===== src/rtl/tgt_ddr_pkg.sv =====
`default_nettype none
// tgt_ddr_pkg: serializer mode codes and read-sequencer state encoding shared by the target DDR blocks.
package tgt_ddr_pkg;

  localparam logic [2:0] PREAMBLE_ZERO    = 3'b000;
  localparam logic [2:0] PREAMBLE_ONE     = 3'b001;
  localparam logic [2:0] SERIALIZING_BYTE = 3'b011;
  localparam logic [2:0] CRC_TOKEN        = 3'b010;
  localparam logic [2:0] PAR_VALUE        = 3'b110;
  localparam logic [2:0] CRC_VALUE        = 3'b111;

  typedef enum logic [3:0] {
    ST_IDLE    = 4'd0,
    ST_ACK     = 4'd1,
    ST_NACK    = 4'd2,
    ST_BYTE_HI = 4'd3,
    ST_BYTE_LO = 4'd4,
    ST_PARITY  = 4'd5,
    ST_FOLLOW  = 4'd6,
    ST_CRC_TOK = 4'd7,
    ST_CRC_VAL = 4'd8,
    ST_DONE    = 4'd9
  } rd_state_t;

endpackage
`default_nettype wire


===== src/rtl/tgt_rd_addr_gen.sv =====
`default_nettype none
// tgt_rd_addr_gen: word index, last-word compare and register-file address adder for the read sequencer.
module tgt_rd_addr_gen
  import tgt_ddr_pkg::*;
#(
  parameter int ADDR_W = 8,
  parameter int CNT_W  = 8
) (
  input  logic              clk,
  input  logic              rst_n,
  input  logic              load,
  input  logic              inc,
  input  logic              lo_sel,
  input  logic [CNT_W-1:0]  cnt_in,
  input  logic [ADDR_W-1:0] base_in,
  output logic [ADDR_W-1:0] addr,
  output logic              last
);

  logic [CNT_W-1:0]  idx_q;
  logic [CNT_W-1:0]  cnt_q;
  logic [ADDR_W-1:0] base_q;

  always_ff @(posedge clk or negedge rst_n) begin
    if (!rst_n) begin
      idx_q  <= '0;
      cnt_q  <= '0;
      base_q <= '0;
    end else if (load) begin
      idx_q  <= '0;
      cnt_q  <= cnt_in;
      base_q <= base_in;
    end else if (inc) begin
      idx_q  <= idx_q + CNT_W'(1);
    end
  end

  // Two bytes per word; the sum wraps silently at 2^ADDR_W.
  assign addr = base_q + ADDR_W'({idx_q, 1'b0}) + ADDR_W'(lo_sel);
  assign last = (idx_q == cnt_q - CNT_W'(1));

endmodule
`default_nettype wire


===== src/rtl/tgt_ddr_rd_seq.sv =====
`default_nettype none
// tgt_ddr_rd_seq: HDR-DDR target read-response sequencer (preamble, data words, CRC).
// Optional abort path enabled by defining TGT_RD_ABORT_EN.
module tgt_ddr_rd_seq
  import tgt_ddr_pkg::*;
#(
  parameter int ADDR_W = 8,
  parameter int CNT_W  = 8
) (
  input  logic              i_sys_clk,
  input  logic              i_sys_rst,
  input  logic              i_start,
  input  logic              i_nack,
  input  logic [CNT_W-1:0]  i_word_cnt,
  input  logic [ADDR_W-1:0] i_base_addr,
  input  logic              i_tx_mode_done,
  input  logic              i_abort,
  output logic              o_tx_en,
  output logic [2:0]        o_tx_mode,
  output logic [ADDR_W-1:0] o_regf_addr,
  output logic              o_regf_rd_en,
  output logic              o_crc_init,
  output logic              o_busy,
  output logic              o_done,
  output logic              o_nacked,
  output logic              o_aborted
);

  rd_state_t state, state_nxt;
  logic      load, inc, lo_sel, last;
  logic      crc_init_q, nack_q, nack_nxt;
  logic      abort_hit;

  tgt_rd_addr_gen #(
    .ADDR_W (ADDR_W),
    .CNT_W  (CNT_W)
  ) u_addr_gen (
    .clk     (i_sys_clk),
    .rst_n   (i_sys_rst),
    .load    (load),
    .inc     (inc),
    .lo_sel  (lo_sel),
    .cnt_in  (i_word_cnt),
    .base_in (i_base_addr),
    .addr    (o_regf_addr),
    .last    (last)
  );

`ifdef TGT_RD_ABORT_EN
  logic aborted_q;

  assign abort_hit = i_abort && (state != ST_IDLE) && (state != ST_DONE);

  always_ff @(posedge i_sys_clk or negedge i_sys_rst) begin
    if (!i_sys_rst) aborted_q <= 1'b0;
    else            aborted_q <= abort_hit;
  end

  assign o_aborted = aborted_q;
`else
  logic unused_abort;

  assign unused_abort = i_abort;
  assign abort_hit    = 1'b0;
  assign o_aborted    = 1'b0;
`endif

  always_ff @(posedge i_sys_clk or negedge i_sys_rst) begin
    if (!i_sys_rst) begin
      state      <= ST_IDLE;
      crc_init_q <= 1'b0;
      nack_q     <= 1'b0;
    end else begin
      state      <= state_nxt;
      crc_init_q <= load;
      nack_q     <= nack_nxt;
    end
  end

  always_comb begin
    state_nxt    = state;
    nack_nxt     = nack_q;
    load         = 1'b0;
    inc          = 1'b0;
    lo_sel       = 1'b0;
    o_tx_en      = 1'b0;
    o_tx_mode    = PREAMBLE_ZERO;
    o_regf_rd_en = 1'b0;

    case (state)
      ST_IDLE: begin
        if (i_start) begin
          load      = 1'b1;
          nack_nxt  = i_nack || (i_word_cnt == '0);
          state_nxt = nack_nxt ? ST_NACK : ST_ACK;
        end
      end
      ST_ACK: begin
        o_tx_en = 1'b1;
        if (i_tx_mode_done) state_nxt = ST_BYTE_HI;
      end
      ST_NACK: begin
        o_tx_en   = 1'b1;
        o_tx_mode = PREAMBLE_ONE;
        if (i_tx_mode_done) state_nxt = ST_DONE;
      end
      ST_BYTE_HI: begin
        o_tx_en      = 1'b1;
        o_tx_mode    = SERIALIZING_BYTE;
        o_regf_rd_en = 1'b1;
        if (i_tx_mode_done) state_nxt = ST_BYTE_LO;
      end
      ST_BYTE_LO: begin
        o_tx_en      = 1'b1;
        o_tx_mode    = SERIALIZING_BYTE;
        o_regf_rd_en = 1'b1;
        lo_sel       = 1'b1;
        if (i_tx_mode_done) state_nxt = ST_PARITY;
      end
      ST_PARITY: begin
        o_tx_en   = 1'b1;
        o_tx_mode = PAR_VALUE;
        if (i_tx_mode_done) state_nxt = last ? ST_CRC_TOK : ST_FOLLOW;
      end
      ST_FOLLOW: begin
        o_tx_en   = 1'b1;
        o_tx_mode = PREAMBLE_ONE;
        if (i_tx_mode_done) begin
          inc       = 1'b1;
          state_nxt = ST_BYTE_HI;
        end
      end
      ST_CRC_TOK: begin
        o_tx_en   = 1'b1;
        o_tx_mode = CRC_TOKEN;
        if (i_tx_mode_done) state_nxt = ST_CRC_VAL;
      end
      ST_CRC_VAL: begin
        o_tx_en   = 1'b1;
        o_tx_mode = CRC_VALUE;
        if (i_tx_mode_done) state_nxt = ST_DONE;
      end
      ST_DONE: state_nxt = ST_IDLE;
      default: state_nxt = ST_IDLE;
    endcase

    // Abort overrides any phase advance in the same cycle.
    if (abort_hit) begin
      state_nxt = ST_IDLE;
      inc       = 1'b0;
    end
  end

  assign o_crc_init = crc_init_q;
  assign o_busy     = (state != ST_IDLE);
  assign o_done     = (state == ST_DONE);
  assign o_nacked   = (state == ST_DONE) && nack_q;

endmodule
`default_nettype wire

===== config.mk =====
export PLATFORM = sky130hd
export DESIGN_NAME = tgt_ddr_rd_seq
export DESIGN_NICKNAME = d
export VERILOG_FILES = /design/src/rtl/tgt_ddr_pkg.sv /design/src/rtl/tgt_rd_addr_gen.sv /design/src/rtl/tgt_ddr_rd_seq.sv
export SDC_FILE = /design/constraint.sdc
export NUM_CORES = 1
export LEC_CHECK = 0
export CELL_PAD_IN_SITES_DETAIL_PLACEMENT = 0
export CELL_PAD_IN_SITES_GLOBAL_PLACEMENT = 1
export CORE_ASPECT_RATIO = 0.9
export CORE_MARGIN = 4
export CORE_UTILIZATION = 38
export CTS_CLUSTER_DIAMETER = 200
export DETAILED_ROUTE_END_ITERATION = 7
export PLACE_DENSITY = 0.81
export SLEW_MARGIN = 20
export SYNTH_ARGS = -nofsm -noshare
export SYNTH_HDL_FRONTEND = slang
export SYNTH_SLANG_ARGS = --single-unit

===== constraint.sdc =====
create_clock -name i_sys_clk -period 3.14 [get_ports i_sys_clk]
set_input_delay 0.628 -clock i_sys_clk [delete_from_list [all_inputs] [get_ports i_sys_clk]]
set_output_delay 0.628 -clock i_sys_clk [all_outputs]
set_load 0.03 [all_outputs]

==> summary by stage <==
Clocking
The clock root buffer is sky130_fd_sc_hd__clkbuf_8. The longest clock path from root to sink contains 2 buffers. Counting every sink on the clock net gives 30.

The clock latency at the later pin of the worst-skew pair is 0.29 ns. The CTS tree is yes. The total of hold buffers inserted after clock tree synthesis is 0. The number of clock buffers inserted by TritonCTS is 5. The clock transition at the register clock pins on the worst setup and hold paths after CTS is 0.07 ns. The level count of the clock H-tree is 2.

Synth
Yosys attributes the largest share of cell area to sky130_fd_sc_hd__dfrtp_1 36%, sky130_fd_sc_hd__nand2_1 11%, sky130_fd_sc_hd__ha_1 5.5%. The number of nets produced by synthesis is ~290. For this run, the number of Yosys warnings is 0. The number of storage elements in the synthesis netlist is 30. In this run the mean area of a mapped cell was about 8 um^2. The leading register cell type out of synthesis is sky130_fd_sc_hd__dfrtp_1. The area share of the leading cell type in the synthesized netlist is between 30% and 40%. The count of cell types in the netlist is between 40 and 50.

The library cell with the highest instance count after synthesis is sky130_fd_sc_hd__nand2_1. The netlist area before placement is a little over 0.002 mm^2. Synthesis handed over a netlist of 255 instances. The share of flip-flops with an asynchronous set or reset is 100%. In this run, synthesis inferred 0 flip-flops with an integrated enable. The commonest cells after synthesis are 59 x sky130_fd_sc_hd__nand2_1, 30 x sky130_fd_sc_hd__dfrtp_1, 28 x sky130_fd_sc_hd__nor2_1, 12 x sky130_fd_sc_hd__o21ai_0. The proportion of synthesized chip area in sequential cells is a little over a third. sky130_fd_sc_hd__dfrtp_1 takes more of the synthesized area than any other cell.

Placement
Summed over all nets, the half-perimeter wirelength after detailed placement is ~3400 um. The area of placed instances is roughly 0.0025 mm^2. The last weighted congestion value of the routability-driven placer is between 0.8 and 0.9. The cell total after placement is 357. The count of port buffers added during placement is 37.

Final layout
The area of the multi-input gates is 0.00125 mm^2. Compared with the post-synthesis result, the final layout area differs by 28.7%. Of the cells placed in the final design, the portion with a size suffix greater than 1 is approximately an eighth.

The repair_antennas step left the layout with diodes totalling 0. The count of nets after finishing is between 300 and 400. The number of filler cells placed in the layout is ~520. With fillers left out, the area of the finished cells amounts to between 0.002 and 0.003 mm^2. In the final layout, flip-flops and latches occupy between 700 and 800 um^2. The non-filler instance count after layout is 366.

Detailed routing
The routed design has roughly 5000 um of wire. Dividing the detail-routed wire length by the instance count gives approximately 13 um. After detailed routing, the number of vias per cell comes to about 5.0. The DRC marker count from the first detailed-route iteration is 40. Once detail routing completed, the nets flagged for antenna violations numbered 0. The detailed router placed 1,829 vias in this run. The post-detailed-route DRC marker count is 0. The number of iterations in the first detailed-routing pass is 4.

Timing
The maximum frequency from static timing analysis is approximately 320 MHz. The number of hold violations in the final report was 0. Setup repair after global routing could not meet its margin everywhere.

The maximum clock skew at final layout is 0.00922 ns. Setup violations remaining at the end of the flow were counted as 0. At the pin with the least slew margin, the transition time is around 0.53 ns. Headroom to the max-slew limit came out at around 64%. Counting I/O delays and the setup requirement, the final critical path takes about 3.1 ns. The count of pins over their slew limit was 0.

The post-route worst hold slack is about 0.48 ns. The final worst-path cycle share is 99.3%.

Global routing
The first-pass GRT wire length is approximately 8100 um. For this run the aggregate overflow at the end of global routing stands at 0. The via count of the first global-routing pass is approximately 1,700. The largest net degree at the start of global routing is 31. Global routing used around 15% of the available tracks across all layers.

The number of antenna violations at the first check in global routing is 0.

Floorplan
The floorplan core area is roughly 0.0053 mm^2. For this design the top-level I/O count stands at 40. The y dimension of the die is just under 80 um. The floorplan die area is roughly 0.0067 mm^2.

The starting density of the core is a little under 40%. The die span in x is 85.7 um. The total number of placement rows is 25.

Worst hold path
In this run the most critical hold path is launched from nack_q$_DFFE_PN0P_. The type of the most critical hold path is flop to flop. The sink of the worst hold path is nack_q$_DFFE_PN0P_. The count of cells along the worst hold path is 2.

Worst setup path
The worst endpoint data arrival time is about 2.5 ns. The setup check on the worst reg-to-reg path leaves a slack of ~1.3 ns. The worst register-to-register path begins at state[0]$_DFFE_PN0P_. The logic depth of the worst path, buffers included is 12. Of all nets on the critical path, the largest fanout is 2. The classification of the worst setup path is flop to primary output. The worst endpoint required time is between 2 and 3 ns. For this run, the slowest stage of the critical path takes 0.38 ns. The endpoint identified for the worst register-to-register timing path is state[0]$_DFFE_PN0P_. The signal on the critical path passes through nand2b_4 > nor3_4 > ha_2 > inv_2 > fa_2 > nor2b_1 > o21ai_1 > a21boi_1 > buf_4 > or4_4 > nand3_2 > buf_6. The worst setup path is launched from a flop. The capturing element type of the critical path is a primary output. The total buffers and inverters traversed by the critical path is 3. Among all stages on the critical path, the largest delay is contributed by sky130_fd_sc_hd__dfrtp_1. The depth of the worst register-to-register path is 6. The family with the most delay on the worst path is simple AND/OR/NAND/NOR gates.

Power
The maximum ir drop on the vdd rail is 0.000580 V. Summed over all cells, the static leakage comes to about 1.2 nW. The power per cell area is a little under 1000 mW/mm^2.

Job
The tool flagged a number of max-cap violations equal to 0.

Outcome
The run finished with clean final reports.
## worst reg2reg max path, delay by kind of cell (launching register included)
family | cells | cell delay [ns]
compound gates | 3 | 0.69
flops | 1 | 0.42
buf+inv | 1 | 0.21
simple gates | 2 | 0.46
## worst max-delay path by stage
stage / from / to / slack, ns
4_1_cts: state[3]$_DFFE_PN0P_ / o_regf_addr[6] / 0.05
2_1_floorplan: state[1]$_DFFE_PN0P_ / o_regf_addr[6] / 0.23
3_5_place_dp: state[3]$_DFFE_PN0P_ / o_regf_addr[4] / 0.006
5_1_grt: state[3]$_DFFE_PN0P_ / o_regf_addr[6] / -0.06
3_3_place_gp: state[3]$_DFFE_PN0P_ / o_regf_addr[4] / 0.07
6_report: state[3]$_DFFE_PN0P_ / o_regf_addr[6] / 0.02
## where the power goes
| part | internal [W] | switching, W | total (W) |
|---|---|---|---|
| sequential | 0.000526 | 0.000144 | 0.000670 |
| combinational | 0.000684 | 0.000905 | 0.00159 |
| clock | 0.000177 | 0.000151 | 0.000327 |
| total | 0.00139 | 0.00120 | 0.00259 |
## state kept, by name, indices dropped and copies added (netlist names)
signal and count:
nack_q 1, o_crc_init 1, state 4, u_addr_gen.base_q 8
u_addr_gen.cnt_q 8, u_addr_gen.idx_q 8
## metal layers
layer	GRT usage (%)	vias up	share of wire, %	wire length [um]
li1	-	952	-	-
met4	4.75	0	1.2	57
met2	23.2	26	45	2220
met5	0	-	0	0
met1	21.3	846	50	2440
met3	3.50	5	4.1	202
## area by class of cell
class | instances | share of cell area, %
Clock inverter | 1 | 0.188
Clock buffer | 7 | 3.25
Tap cell | 67 | 3.16
Timing Repair Buffer | 47 | 16.5
Inverter | 12 | 1.70
Multi-Input combinational cell | 202 | 47.0
Sequential cell | 30 | 28.3
## timing repair
item / 4_1_cts / 5_1_grt
setup endpoints to repair: 2 / 2
pin swaps: 1 / 5
gates resized for setup: 5 / 7
buffers inserted: 0 / 1
## cells in the final DEF, fill, tap and decap left out, drive strengths merged, types with 2 or more instances in the layout
cell type,Yosys,routed
a22o,3,3
clkdlybuf4s50,0,32
buf,8,14
nand2b,3,3
or3,3,3
nor2b,7,7
nand4,2,2
nor2,28,28
or2,3,3
o21a,2,2
mux2i,3,3
nor4,6,6
xnor2,11,11
o21ai,12,12
o22ai,2,2
nand2,59,59
a211oi,2,2
nand3,2,2
dfrtp,30,30
a21oi,7,7
o41ai,2,2
nor3,8,8
and3b,2,2
xor2,7,7
a31oi,4,4
inv,12,12
clkbuf,3,7
ha,9,9
o31a,2,2
## through the flow
stage / setup WS, ns / utilization (%) / TNS, ns / total power [W]
final: 0.0223 / 50.5 / 0 / 0.00259
after global routing: -0.0647 / 50.5 / -0.0710 / 0.00279
after CTS: 0.0477 / 49.9 / 0 / 0.00256
after floorplan: 0.229 / - / 0 / 0.00173
after detailed placement: 0.00627 / 48.0 / 0 / 0.00222
after global placement: 0.0736 / 48.0 / 0 / 0.00221
## cell families (layout without fill, tap and decap cells)
group	count (synthesis)	after routing	share of synthesized area, %
xor gates and xnor gates	18	18	7.64
AOI/OAI and AO/OA	42	42	13.6
buffers and inverters	23	67	4.73
muxes	4	4	2.00
adders and majority gates	10	10	6.43
DFF	30	30	36.4
and+or+nand+nor	127	127	29.0
other	1	1	0.182
Power figures use the tool's default switching activity.
